File: config.mk
export PLATFORM = sky130hd
export DESIGN_NAME = mmram_merge_arbiter
export DESIGN_NICKNAME = d
export VERILOG_FILES = /design/src/rtl/mmram_merge_arbiter.sv
export SDC_FILE = /design/constraint.sdc
export NUM_CORES = 1
export LEC_CHECK = 0
export CORE_ASPECT_RATIO = 1.4
export CORE_MARGIN = 2
export CORE_UTILIZATION = 49
export CTS_CLUSTER_SIZE = 20
export DETAILED_ROUTE_END_ITERATION = 16
export GPL_TIMING_DRIVEN = 0
export MAX_ROUTING_LAYER = met4
export PLACE_DENSITY = 0.83
export REMOVE_ABC_BUFFERS = 1
export SYNTH_ARGS = -nofsm -noshare
export SYNTH_HDL_FRONTEND = slang
export SYNTH_SLANG_ARGS = --single-unit
export TNS_END_PERCENT = 10
File: constraint.sdc
create_clock -name CLK -period 4.1 [get_ports CLK]
set_input_delay 0.82 -clock CLK [delete_from_list [all_inputs] [get_ports CLK]]
set_output_delay 0.82 -clock CLK [all_outputs]
set_load 0.005 [all_outputs]
File: src/rtl/mmram_merge_arbiter.sv
// rtl/mmram_merge_arbiter.sv - two-channel round-robin merge arbiter for 4-phase bundled-data links
// Async Send/Ack inputs are synchronised; one packet forwarded per full handshake.
module mmram_merge_arbiter #(
  parameter int DW          = 32,
  parameter int SYNC_STAGES = 2,
  parameter int CNT_W       = 16,
  parameter int TIMEOUT     = 255
) (
  input  logic             CLK,
  input  logic             MR,
  input  logic             Send_a,
  input  logic [DW-1:0]    Data_a,
  output logic             Ack_a,
  input  logic             Send_b,
  input  logic [DW-1:0]    Data_b,
  output logic             Ack_b,
  output logic             Send_out,
  output logic [DW-1:0]    Data_out,
  input  logic             Ack_in,
  output logic             grant_b,
  output logic [CNT_W-1:0] pkt_cnt,
  output logic             err
);

  typedef enum logic [1:0] {IDLE = 2'd0, FWD = 2'd1, RET = 2'd2} state_t;

  localparam logic [15:0] TMO_LIMIT = 16'(TIMEOUT);

  state_t                 state_q;
  logic [SYNC_STAGES-1:0] sync_a_q, sync_b_q, sync_k_q;
  logic                   send_out_q, ack_a_q, ack_b_q, grant_b_q, err_q;
  logic [DW-1:0]          data_out_q;
  logic [CNT_W-1:0]       pkt_cnt_q;
  logic [15:0]            tmo_q;
  logic                   sa, sb, ak, pick_d, s_pick;

  always_ff @(posedge CLK) begin
    if (MR) begin
      sync_a_q <= '0;
      sync_b_q <= '0;
      sync_k_q <= '0;
    end else begin
      sync_a_q[0] <= Send_a;
      sync_b_q[0] <= Send_b;
      sync_k_q[0] <= Ack_in;
      for (int i = 1; i < SYNC_STAGES; i++) begin
        sync_a_q[i] <= sync_a_q[i-1];
        sync_b_q[i] <= sync_b_q[i-1];
        sync_k_q[i] <= sync_k_q[i-1];
      end
    end
  end

  assign sa = sync_a_q[SYNC_STAGES-1];
  assign sb = sync_b_q[SYNC_STAGES-1];
  assign ak = sync_k_q[SYNC_STAGES-1];

  // On a tie the channel that did not own the last transfer wins.
  assign pick_d = (sa && sb) ? ~grant_b_q : sb;
  assign s_pick = grant_b_q ? sb : sa;

  always_ff @(posedge CLK) begin
    if (MR) begin
      state_q    <= IDLE;
      send_out_q <= 1'b0;
      ack_a_q    <= 1'b0;
      ack_b_q    <= 1'b0;
      data_out_q <= '0;
      grant_b_q  <= 1'b1;
      pkt_cnt_q  <= '0;
      err_q      <= 1'b0;
      tmo_q      <= '0;
    end else begin
      case (state_q)
        IDLE: begin
          if (sa || sb) begin
            grant_b_q  <= pick_d;
            data_out_q <= pick_d ? Data_b : Data_a;
            send_out_q <= 1'b1;
            tmo_q      <= '0;
            state_q    <= FWD;
          end
        end
        FWD: begin
          if (ak) begin
            send_out_q <= 1'b0;
            ack_a_q    <= ~grant_b_q;
            ack_b_q    <= grant_b_q;
            state_q    <= RET;
          end else if (tmo_q != TMO_LIMIT) begin
            // Timeout only flags; the handshake is still allowed to finish.
            tmo_q <= tmo_q + 16'd1;
            if (tmo_q == TMO_LIMIT - 16'd1) begin
              err_q <= 1'b1;
            end
          end
        end
        RET: begin
          if (!s_pick && !ak) begin
            ack_a_q   <= 1'b0;
            ack_b_q   <= 1'b0;
            pkt_cnt_q <= pkt_cnt_q + CNT_W'(1);
            state_q   <= IDLE;
          end
        end
        default: state_q <= IDLE;
      endcase
    end
  end

  assign Send_out = send_out_q;
  assign Data_out = data_out_q;
  assign Ack_a    = ack_a_q;
  assign Ack_b    = ack_b_q;
  assign grant_b  = grant_b_q;
  assign pkt_cnt  = pkt_cnt_q;
  assign err      = err_q;

endmodule

== Yosys cells after proc, flatten, opt, wreduce, memory -nomap -nowiden ==
Index checks and enable logic that the tools add are counted.
Widths: inputs -> output; s select.

* Add/sub/neg operators: 2
* Multipliers: 0
* Div/mod/pow operators: 0
* Magnitude comparators: 0
* Equality and inequality tests: 9
* Shift-type cells: 0
* Mux-type cells: 19
* Bitwise operators: 2
* Reductions and logical operators: 15

{| class="wikitable"
|+ Operators by type and width
! kind !! count
|-
| $mux 16 || 3
|-
| $add 16x1->16 const B || 2
|-
| $mux 32 || 1
|-
| $pmux 16 s2 || 1
|-
| $eq 16x8->1 const B || 1
|-
| $ne 16x8->1 const B || 1
|-
| $ne 2x2->1 const B || 5
|-
| $reduce_and 3->1 || 3
|-
| $reduce_and 4->1 || 2
|-
| $mux 1 || 7
|-
| $mux 2 || 3
|-
| $pmux 1 s2 || 3
|-
| $pmux 2 s3 || 1
|-
| $reduce_and 2->1 || 2
|-
| $reduce_bool 2->1 || 2
|-
| $eq 2x1->1 const B || 1
|-
| $eq 2x2->1 const B || 1
|-
| $logic_and 1x1->1 || 2
|-
| $logic_not 1->1 || 2
|-
| $logic_not 2->1 || 1
|-
| $not 1->1 || 2
|-
| $logic_or 1x1->1 || 1
|}

* Register bits: 77
* Bits in latches: 0
* Memory bits (writable): 0
* Memory bits (read-only): 0
* Input bits: 69
* Output and inout port bits: 53
* Word-level logic and storage cells: 59
* Memories: 0

== Logic depth before layout (Yosys ltp) ==
* Word-level depth: 5
* Gate-level depth with buffers: 6
* Mapped depth without buffers: 5

== Least setup slack after synthesis ==
Ideal clock, no wire load.

* Path kind: register -> register
* From: register grant_b_q, in the netlist grant_b
* To: register pkt_cnt_q[15], in the netlist pkt_cnt[15]
* Library setup time: 70 ps
* Data arrival time: 2012 ps
* Required time: 4030 ps
* Path slack: 2018 ps
* Cell stages (with the launch flop): 6
* Path buffers: 1
* Clock period less this slack: 2082 ps
* Cells stage by stage: dfxtp_1 mux2_4 or4_4 buf_6 or4_1 a21oi_1

* Longest elaborated chain between the ends: 4

{| class="wikitable"
|+ Ends and longest elaborated chain
! what !! line !! source
|-
| start, declared || 31 || <nowiki>logic send_out_q, ack_a_q, ack_b_q, grant_b_q, err_q;</nowiki>
|-
| start signal, assigned || 77 || <nowiki>grant_b_q <= pick_d;</nowiki>
|-
| $mux 1 || 60 || <nowiki>assign s_pick = grant_b_q ? sb : sa;</nowiki>
|-
| $logic_not 1->1 || 99 || <nowiki>if (!s_pick && !ak) begin</nowiki>
|-
| $logic_and 1x1->1 || 99 ||
|-
| $reduce_and 2->1 (no line) || - ||
|-
| end signal, assigned || 102 || <nowiki>pkt_cnt_q <= pkt_cnt_q + CNT_W'(1);</nowiki>
|-
| end, declared || 33 || <nowiki>logic [CNT_W-1:0] pkt_cnt_q;</nowiki>
|}

Every way passes these cells.
A chain may end at the register's enable or synchronous reset.

== Worst setup path after layout ==
* From: register grant_b_q, in the netlist grant_b
* To: register pkt_cnt_q[12], in the netlist pkt_cnt[12]

Same word-level chain as after synthesis.

==> impl_metrics.toml <==
[outcome]
status = "complete, no violations"

[pwr]
power.density_nw_per_um2 = 325
vdd_ir_drop_max_mv = 0.191
power.total_mw = 1.65
leakagePower_nw = 1.68

[synthesis]
async_flop_share = 0
ys_ff_latch = 77
syn_area_um2 = 3570
synth-main-ff-cell = "dfxtp_1"
synth.avg_cell_area_um2 = 9.06
synth_edf_count = 0
synth_seq_area_share = 0.432
ys_warn_count = 0
synth_cell_type_count = 50
synthCells = 394

[cts]
cts.clk_slew.worst_paths_ps = 70
cts_tree = "done"
cts_resized = 0
clock_sinks = 77
htreeDepth = 3
post_cts_buffers = 0
cts_root_buf = "clkbuf_8"
hold_buffers = 0
clock_path_buffers = 2
cts_buffers = 9
clock_latency_ps = 350

[critical_path]
crit_slowest_cell = "or3_1"
cp.depth = 4
crit_end = "pkt_cnt[12]$_SDFFE_PP0P_"
critPathMaxStageDelay_ps = 550
worstReg2RegStart = "grant_b$_SDFFE_PP1P_"
worstPathCellList = "mux2_4 > or3_1 > nor4_1 > mux2_2"
critPathBufInv = 0
crit_family = "simple AND/OR/NAND/NOR gates"
end_kind = "register"
reg2reg_setup_slack_ps = 1810
cp_data_required_time_ps = 4350
worstRegToRegCells = 4
cp-startpoint = "grant_b$_SDFFE_PP1P_"
worstSetupPathType = "register to register"
cp.arrival_ps = 2530
r2r_end = "pkt_cnt[12]$_SDFFE_PP0P_"
cp-start-kind = "register"
cp_max_fo = 11

[place]
hpwl_mm = 6.77
postPlaceCellArea_um2 = 4870
portBuffers = 121
place_inst = 589
pre_cts_ws_ps = 1800
gp_congestion = 0.866

[timing]
max_clock_freq_mhz = 437
rsz0062_at_grt = "no"
maxSlewHeadroom = 0.136
clock_skew_ps = 7.46
worst_slew_pin_slew_ps = 1290
slew_viol_final = 0
finalCritPeriodShare = 0.558
finalWorstSetupSlack_ps = 1810
period_needed_ps = 2290
setup_violations = 0
fin_hold_ws_ps = 437
finalSetupTns_ps = 0
hold_violations = 0

[floorplan]
initial_core_util = 0.508
fp.coreArea_um2 = 7030
die_width_um = 76.1
fp.dieH_um = 105
die_area_um2 = 7990
rows = 36
io_pins = 122

[drt]
drtIter0Drc = 216
dr.pass1.iters = 5
wire_per_inst_um = 15.4
finalWirelength_mm = 9.28
drcViolationCount = 0
dr_total_vias = 3433
vias_per_cell = 5.68
ant_nets = 0

[global_routing]
grt_pass1_vias = 3265
grt_pass1_wl_mm = 15.2
grt.overflow.total = 0
antenna_found_initial = 1
grt_max_degree = 52
grtUsageTotal = 0.243

[layout]
final_core_utilization = 0.722
design_area_um2 = 5070
nets = 577
area_growth_pct = 42.1
fin_cells = 604
drive_gt1_frac = 0.0551

[worst_hold_path]
hp-class = "register to register"
hold_depth = 1

[job]
max_cap_violations = 0
==> metal layers <==
| layer | track usage | wire length, µm |
|---|---|---|
| met4 | 0.131 | 278 |
| met5 | - | 0 |
| met1 | 0.272 | 3720 |
| met3 | 0.0527 | 501 |
| met2 | 0.403 | 4780 |
==> placed cells by master, fill, tap and decap left out, types with 2 or more instances in the layout <==
cell type,Yosys,final
a211o_1,2,2
a211oi_1,33,33
a21oi_1,19,19
a31oi_1,8,8
a41oi_1,5,5
and3_1,3,3
and4_1,2,2
buf_12,0,3
clkbuf_8,0,12
clkdlybuf4s50_1,0,120
dfxtp_1,77,77
ha_1,3,3
inv_1,5,5
mux2_2,3,3
mux2i_1,34,34
nand2_1,13,13
nand2b_1,6,6
nand3_1,10,10
nand4_1,9,9
nor2_1,51,51
nor2b_1,12,12
nor3_1,8,8
nor4_1,6,6
o211ai_1,4,4
o21a_1,2,2
o21ai_0,8,8
o31ai_1,7,7
or2_2,2,2
or3_1,6,6
or4_1,9,9
xnor2_1,2,2
xor2_1,2,2
==> cells in the mapped netlist, drive strengths merged (3+ instances only) <==
| master | instances | area, µm² |
|---|---|---|
| dfxtp | 77 | 1540 |
| nor2 | 51 | 191 |
| mux2i | 34 | 340 |
| a211oi | 33 | 248 |
| a21oi | 19 | 95.1 |
| clkbuf | 19 | 71.3 |
| nand2 | 13 | 48.8 |
| nor2b | 12 | 75.1 |
| nand3 | 10 | 50.1 |
| or4 | 10 | 78.8 |
| nand4 | 9 | 56.3 |
| o21ai | 9 | 45.0 |
| a31oi | 8 | 50.1 |
| nor3 | 8 | 40.0 |
| nor4 | 7 | 58.8 |
| o31ai | 7 | 52.6 |
| nand2b | 6 | 37.5 |
| or3 | 6 | 37.5 |
| a41oi | 5 | 43.8 |
| buf | 5 | 26.3 |
| inv | 5 | 18.8 |
| mux2 | 4 | 48.8 |
| o211ai | 4 | 30.0 |
| and3 | 3 | 18.8 |
| ha | 3 | 37.5 |
==> area by class of cell <==
cell class | instances | area [µm²]
Tap cell | 95 | 119
Inverter | 5 | 18.8
Clock inverter | 1 | 30.0
Timing Repair Buffer | 124 | 1270
Clock buffer | 13 | 169
Fill cell | 565 | 1960
Multi-Input combinational cell | 288 | 1920
Sequential cell | 77 | 1540
Antenna cell | 1 | 2.50
==> state kept, by name, indices dropped and copies added, names as in the netlist <==
name      flops
Ack_b         1
sync_b_q      2
state_q       2
err           1
pkt_cnt      16
Data_out     32
tmo_q        16
grant_b       1
sync_a_q      2
Ack_a         1
sync_k_q      2
Send_out      1
==> worst reg2reg max path, stage by stage, from the launching register on <==
cell	delay [ps]
dfxtp_1	530
mux2_4	370
or3_1	550
nor4_1	360
mux2_2	360
==> report_power, final <==
group | internal, mW | switching (mW) | total, mW
Combinational | 0.150 | 0.106 | 0.256
Sequential | 0.781 | 0.0209 | 0.801
Clock | 0.325 | 0.266 | 0.591
==> cells by family after synthesis <==
logic type / synth area share
AND/OR/NAND/NOR: 0.216
AO/OA/AOI/OAI: 0.190
flip-flops: 0.432
multiplexers: 0.109
buffers and inverters: 0.0326
XOR/XNOR: 0.00982
adder cells (fa/ha/maj): 0.0105
==> how the worst min path moves through the flow <==
stage,startpoint,to,slack (ps)
2_1_floorplan,sync_a_q[0]$_SDFF_PP0_,sync_a_q[1]$_SDFF_PP0_,410
3_3_place_gp,sync_k_q[0]$_SDFF_PP0_,sync_k_q[1]$_SDFF_PP0_,420
3_5_place_dp,sync_b_q[0]$_SDFF_PP0_,sync_b_q[1]$_SDFF_PP0_,430
4_1_cts,sync_b_q[0]$_SDFF_PP0_,sync_b_q[1]$_SDFF_PP0_,440
5_1_grt,sync_k_q[0]$_SDFF_PP0_,sync_k_q[1]$_SDFF_PP0_,460
6_report,sync_b_q[0]$_SDFF_PP0_,sync_b_q[1]$_SDFF_PP0_,440
(Power assumes the default switching activity.)
